--- src/rtl/irq_ctrl_pkg.sv ---
// Shared definitions for the interrupt controller: register map, source
// indices, interrupt width and the ID word layout.
package irq_ctrl_pkg;

    localparam int IRQ_W = 6;

    typedef enum logic [1:0] {
        REG_PEND = 2'd0,
        REG_MASK = 2'd1,
        REG_MODE = 2'd2,
        REG_ID   = 2'd3
    } reg_sel_e;

    localparam int SRC_TC0 = 0;
    localparam int SRC_TC1 = 1;
    localparam int SRC_EXT = 2;

    localparam logic [IRQ_W-1:0] MASK_RST = 6'h3F;
    localparam logic [IRQ_W-1:0] MODE_RST = 6'h00;

    // ID word: valid flag at bit 6, winning index in [2:0].
    function automatic logic [31:0] id_word(input logic valid, input logic [2:0] idx);
        return {25'b0, valid, 3'b0, idx};
    endfunction

endpackage

--- src/rtl/irq_prio_enc.sv ---
// Combinational priority encoder: lowest set request index wins.
module irq_prio_enc
    import irq_ctrl_pkg::*;
(
    input  logic [IRQ_W-1:0] req,
    output logic             valid,
    output logic [2:0]       idx
);

    // Scan from the top down so the lowest set bit is the last one written.
    always_comb begin
        valid = 1'b0;
        idx   = 3'd0;
        for (int i = IRQ_W - 1; i >= 0; i--) begin
            if (req[i]) begin
                valid = 1'b1;
                idx   = 3'(i);
            end else begin
                valid = valid;
                idx   = idx;
            end
        end
    end

endmodule

--- src/rtl/irq_ctrl.sv ---
// Interrupt controller: per-source edge/level pending latch, mask, ID
// priority read-out and CPU acknowledge, with HWInt registered.
module irq_ctrl
    import irq_ctrl_pkg::*;
(
    input  logic             clk,
    input  logic             reset,
    input  logic [IRQ_W-1:0] irq_src,
    input  logic [31:0]      Addr,
    input  logic             WE,
    input  logic [31:0]      Din,
    output logic [31:0]      Dout,
    input  logic             int_ack,
    output logic [IRQ_W-1:0] HWInt,
    output logic             irq_any
);

    logic [IRQ_W-1:0] prev_r;
    logic [IRQ_W-1:0] pend_r;
    logic [IRQ_W-1:0] mask_r;
    logic [IRQ_W-1:0] mode_r;
    logic [IRQ_W-1:0] hwint_r;
    logic             irq_any_r;

    reg_sel_e         sel_s;
    logic [IRQ_W-1:0] rise_s;
    logic [IRQ_W-1:0] w1c_s;
    logic [IRQ_W-1:0] ack_s;
    logic [IRQ_W-1:0] edge_next_s;
    logic [IRQ_W-1:0] pend_next_s;
    logic [IRQ_W-1:0] mask_next_s;
    logic [IRQ_W-1:0] mode_next_s;
    logic             id_valid_s;
    logic [2:0]       id_idx_s;

    logic             unused_bits_s;
    assign unused_bits_s = &{1'b0, Addr[31:4], Addr[1:0], Din[31:6]};

    irq_prio_enc u_prio_enc (
        .req   (pend_r & mask_r),
        .valid (id_valid_s),
        .idx   (id_idx_s)
    );

    // Next-state of pend/mask/mode; a new edge overrides any clear in the same cycle.
    always_comb begin
        sel_s  = reg_sel_e'(Addr[3:2]);
        rise_s = irq_src & ~prev_r;

        if (WE && (sel_s == REG_PEND)) begin
            w1c_s = Din[IRQ_W-1:0];
        end else begin
            w1c_s = 6'h00;
        end

        if (int_ack && id_valid_s) begin
            ack_s = 6'(6'h01 << id_idx_s);
        end else begin
            ack_s = 6'h00;
        end

        edge_next_s = rise_s | (pend_r & ~(w1c_s | ack_s));
        pend_next_s = (mode_r & edge_next_s) | (~mode_r & irq_src);

        if (WE && (sel_s == REG_MASK)) begin
            mask_next_s = Din[IRQ_W-1:0];
        end else begin
            mask_next_s = mask_r;
        end

        if (WE && (sel_s == REG_MODE)) begin
            mode_next_s = Din[IRQ_W-1:0];
        end else begin
            mode_next_s = mode_r;
        end
    end

    // State registers; HWInt is built from the values being loaded this edge.
    always_ff @(posedge clk or negedge reset) begin
        if (!reset) begin
            prev_r    <= 6'h00;
            pend_r    <= 6'h00;
            mask_r    <= MASK_RST;
            mode_r    <= MODE_RST;
            hwint_r   <= 6'h00;
            irq_any_r <= 1'b0;
        end else begin
            prev_r    <= irq_src;
            pend_r    <= pend_next_s;
            mask_r    <= mask_next_s;
            mode_r    <= mode_next_s;
            hwint_r   <= pend_next_s & mask_next_s;
            irq_any_r <= |(pend_next_s & mask_next_s);
        end
    end

    // Register read mux, zero-extended.
    always_comb begin
        Dout = 32'h0000_0000;
        case (sel_s)
            REG_PEND: Dout = {26'b0, pend_r};
            REG_MASK: Dout = {26'b0, mask_r};
            REG_MODE: Dout = {26'b0, mode_r};
            REG_ID:   Dout = id_word(id_valid_s, id_idx_s);
            default:  Dout = 32'h0000_0000;
        endcase
    end

    assign HWInt   = hwint_r;
    assign irq_any = irq_any_r;

endmodule

--- config.mk ---
export PLATFORM = sky130hd
export DESIGN_NAME = irq_ctrl
export DESIGN_NICKNAME = d
export VERILOG_FILES = /design/src/rtl/irq_ctrl_pkg.sv /design/src/rtl/irq_prio_enc.sv /design/src/rtl/irq_ctrl.sv
export SDC_FILE = /design/constraint.sdc
export NUM_CORES = 1
export LEC_CHECK = 0
export ABC_AREA = 1
export BUFFER_PORTS_ARGS = -buffer_cell sky130_fd_sc_hd__clkbuf_2
export CORE_AREA = 3 3 69 71
export CTS_BUF_LIST = sky130_fd_sc_hd__clkbuf_2
export CTS_CLUSTER_SIZE = 25
export DETAILED_ROUTE_END_ITERATION = 8
export DIE_AREA = 0 0 72 74
export GPL_TIMING_DRIVEN = 1
export MAX_ROUTING_LAYER = met4
export PLACE_DENSITY = 0.76
export SYNTH_ARGS = -nofsm -noshare
export SYNTH_HDL_FRONTEND = slang
export SYNTH_SLANG_ARGS = --single-unit
--- constraint.sdc ---
create_clock -name clk -period 1.9 [get_ports clk]
set_input_delay 0.57 -clock clk [delete_from_list [all_inputs] [get_ports clk]]
set_output_delay 0.57 -clock clk [all_outputs]
set_load 0.02 [all_outputs]
* Word-level counts from Yosys, hierarchy flattened
Index checks and enable logic that the tools add are counted.
** Cells by class
- Add/subtract/negate cells :: 0
- Multipliers :: 0
- Divide/modulo/power cells :: 0
- $lt $le $gt $ge :: 0
- Equal/unequal tests :: 3
- Shifts and indexed selects :: 1
- Muxes and demuxes :: 16
- Bitwise operators :: 12
- Reductions and logical operators :: 6
** Operators with widths (number)
- 32-bit one-hot mux with 4 select lines :: 1
- 6-bit bitwise AND :: 6
- 3-bit two-way mux :: 6
- 6-bit two-way mux :: 3
- 6-bit NOT :: 3
- 6-bit OR :: 3
- 1-bit two-way mux :: 6
- 6-bit OR reduction :: 1
- 1-bit by 3-bit left shift with 6-bit output, first input constant :: 1
- 2-bit == test, second input constant :: 2
- 1-bit logical AND :: 4
- 2-bit by 1-bit == test with 1-bit output, second input constant :: 1
- 2-bit zero test :: 1
** Word-level totals
- Bits in registers :: 31
- Latch bits :: 0
- Memory bits (writable) :: 0
- Memory bits (read-only) :: 0
- Input port bits :: 74
- Output and inout port bits :: 39
- Memories :: 0

* Logic depth before layout (Yosys ltp)
- Depth after elaboration :: 17
- Mapped depth :: 14

* Hierarchy
From an unflattened synthesis, not the netlist that was laid out.
** Second synthesis, totals
- Cells, all modules :: 218
- Area total of the unflattened synthesis :: 1745.4 um^2
** By module, submodules not included
- irq_ctrl :: times used 1, cells each 203, area each 1672.9 um^2, sequential area each 783.3 um^2
- irq_prio_enc :: times used 1, cells each 15, area each 72.6 um^2, sequential area each 0.0 um^2

* Worst setup path before layout
Ideal clock, no wire load.
- Path kind :: reg2out
- Start :: reg mask_r[5]
- End :: out Dout[0]
- Data arrival time :: 1.339 ns
- Required time :: 1.330 ns
- Setup slack :: -0.009 ns
- Stages on the path, launching flop included :: 9
- Path buffers :: 0
- Path through :: dfstp_2 > nand2_1 > inv_1 > nand2_1 > nand2_1 > nand2_1 > nand2_1 > nand2_1 > o2111ai_1
** Between the ends
- Longest elaborated chain between the ends :: 8
** Ends and longest elaborated chain
- start: declaration :: line irq_ctrl.sv:20 : logic [IRQ_W-1:0] mask_r;
- start signal: assignment :: line irq_ctrl.sv:90 : mask_r <= mask_next_s;
- 6-bit bitwise AND :: line irq_ctrl.sv:40 : .req (pend_r & mask_r),
- 3-bit two-way mux (6 in a row) :: line irq_prio_enc.sv:15 : if (req[i]) begin
- 32-bit one-hot mux with 4 select lines :: line irq_ctrl.sv:100 : case (sel_s)
- end: declaration :: line irq_ctrl.sv:12 : output logic [31:0] Dout,
No other way between the ends. The select of a mux whose other input is x is not followed.

* Final worst setup path
- Start :: reg mask_r[5]
- End :: out Dout[2]
The elaborated chain is that of the path after synthesis.

==> run summary <==
outcome = finished with violations
failing checks = setup timing
total track usage = 0.148
WP buf/inv = 3
min Tclk post-route = 2280 ps
VDD IR max = 0.359 mV
Yosys top cell area share = 0.379
Fillers = 423
initial antenna violation count = 0
PwrDens = 859 nW/um^2
Clk Latency, worst-skew pair = 350 ps
f_max = 439 MHz
DR WL/cell = 11.7 um
Nets = 330
Seq cells post-synth = 31
register area = 783 um^2
largest net degree at the start of global routing = 17
CP Launch Type = flop
root buf cell = clkbuf_2
Worst Setup End Kind = output port
delay-heaviest family, CP = flip-flops
top cells by area, synth = dfrtp_1 (38%), nand2_1 (19%), buf_4 (11%)
mean post-synth cell area = 8.14 um^2
diode count = 0
Final Setup Violations = 4
minimum hold slack = 124 ps
CP Cell Sequence = nand2_2, buf_4, buf_6, nand2_2, nand2_2, o2111ai_4, buf_8
core area = 4290 um^2
Tcrit/Tclk final = 1.20
Seq/Total Area, Yosys = 0.474
DRC = 0
post-DP HPWL = 2770 um
Antenna Nets Post-Route = 0
Clock Path Buffers = 2
leading area contributor after synthesis = dfrtp_1
die height = 74 um
TritonCTS buffer count = 5
worst hold-check path type = input port to asynchronous set/reset pin
Max Cap Violations = 0
Worst R2R End = irq_any$_DFF_PN0_
DR iter-0 viols = 44
first-pass GRT wire length = 5880 um
I/O pins = 113
FF-to-FF path depth = 14
CTS clk-pin slew, worst paths = 150 ps
synthesis-to-finish area growth = 24.2%
fin util = 0.478
crit-path max cell delay = 570 ps
CP max FO = 2
Vias = 1,415
number of global-route vias before repair = 1,339
yosys warns = 0
Fin. Hold Viols = 0
slowest CP cell = dfstp_2
Setup Skew = 15.5 ps
unique cell type count in the Yosys netlist = 21
reg2reg setup slack = 150 ps
area of the multi-input gates = 734 um^2
global placement routability congestion = 0.874
worst r2r src = mask_r[4]$_DFF_PN1_
WS Path Type = flop to output port
Max Slew Vio Count = 0
die width = 72 um
Starting Density = 0.385
routed wire length = 3600 um
H-tree depth = 2
fraction of layout cells with a size suffix above 1 = 0.362
GRT overflow = 0
leak pwr = 1.14 nW
drt pass-1 iters = 4
via/cell ratio = 4.58
final worst slack = -376 ps
Post-Syn Area = 1650 um^2
cell mode on critical path = nand2_2
# port buffers = 31
CTS tree = yes
Syn Inst Count = 203
Worst Path Arrival = 1710 ps
Row Count = 24
unrepaired setup endpoints after global routing = yes
Req. time, crit path = 1330 ps
clk sinks = 31
die area = 5330 um^2
-- per-layer routing --
| layer | vias up | routed length [um] | track usage | part of all wire |
|---|---|---|---|---|
| met5 | - | 0 | - | 0 |
| met4 | 0 | 56 | 0.0543 | 0.016 |
| met3 | 6 | 239 | 0.0392 | 0.066 |
| met2 | 51 | 1880 | 0.259 | 0.52 |
| met1 | 674 | 1420 | 0.162 | 0.39 |
| li1 | 684 | - | - | - |
-- flip-flops by register name (all words and copies together), names as in the netlist --
signal	count
HWInt	6
irq_any	1
mask_r	6
prev_r	6
pend_r	6
mode_r	6
-- how the worst max path moves through the flow --
stage	start	endpoint	slack [ps]	cells after the start
2_1_floorplan	mask_r[5]$_DFF_PN1_	Dout[0]	100	8
3_3_place_gp	Addr[3]	Dout[3]	-90	7
3_5_place_dp	Addr[3]	Dout[3]	-120	7
4_1_cts	mask_r[5]$_DFF_PN1_	Dout[0]	-390	9
5_1_grt	mask_r[5]$_DFF_PN1_	Dout[0]	-520	9
6_report	mask_r[5]$_DFF_PN1_	Dout[2]	-380	7
-- cells in the mapped netlist --
master	n
o211ai_1	3
buf_4	25
nand3_1	9
nor2_1	5
nor2_8	1
nand2_2	1
dfrtp_1	25
a31oi_1	1
inv_2	3
o21ai_2	1
o21ai_0	4
nand2_1	82
nor2_4	2
nand4_1	2
o21ai_1	1
inv_1	22
dfstp_2	6
mux2_2	5
nor2_2	1
conb_1	1
o2111ai_1	3
-- worst reg2reg max path, cell delays in order, from the launching register on --
cell,delay (ps)
dfstp_2,570
nand2_2,80
nand2_2,70
nand2_1,50
nand2_1,80
nand2_2,70
nand2_2,90
buf_4,110
nand2_1,50
nand2_1,70
nand2_1,60
nand2_1,100
nand2_1,60
nor2_1,130
nand2_1,60
-- cell usage in the layout (no fill, tap or decap), drive strengths merged --
master	netlist	final
conb	1	25
nor2	9	9
inv	25	25
clkbuf	0	31
dfstp	6	6
nand2	83	83
mux2	5	5
o211ai	3	3
buf	25	22
o21ai	6	6
a31oi	1	1
clkinv	0	2
dfrtp	25	25
nand4	2	2
o2111ai	3	3
nand3	9	9
-- report_power, final --
part / switching [mW] / internal, mW / total, mW
registers: 0.0698 / 0.773 / 0.843
logic: 0.374 / 0.253 / 0.627
clock network: 0.204 / 0.0886 / 0.293
-- logic make-up after synthesis --
family          synth area share
compound gates            0.0538
buf+inv                    0.170
flops                      0.474
mux                       0.0341
other cells              0.00227
simple gates               0.266
-- repair_timing --
item | 4_1_cts | 5_1_grt
endpoints found under the hold margin | 0 | 0
setup buffers | 4 | 1
cloned | 0 | 0
endpoints found under the setup margin | 7 | 8
resized for setup | 21 | 16
hold buffers | 0 | 0
pin swaps | 6 | 6
-- final cells by class --
type | instances | area share
clock buffers | 6 | 0.0146
clock inverters | 2 | 0.00366
inverters | 25 | 0.0457
multi-input cells | 146 | 0.358
flip-flops and latches | 31 | 0.381
well taps | 52 | 0.0317
repair buffers | 47 | 0.165
-- metrics by stage --
step	power, mW	std cells	setup TNS (ps)	setup WS, ps	instance area (um^2)
final	1.76	309	-1220	-376	2050
after global routing	1.89	309	-1900	-521	2050
after CTS	1.75	308	-1330	-395	2010
after detailed placement	1.38	296	-620	-123	1890
after global placement	1.37	296	-488	-94.2	1890
after floorplan	1.22	227	0	105	1750
(Power assumes the default switching activity.)
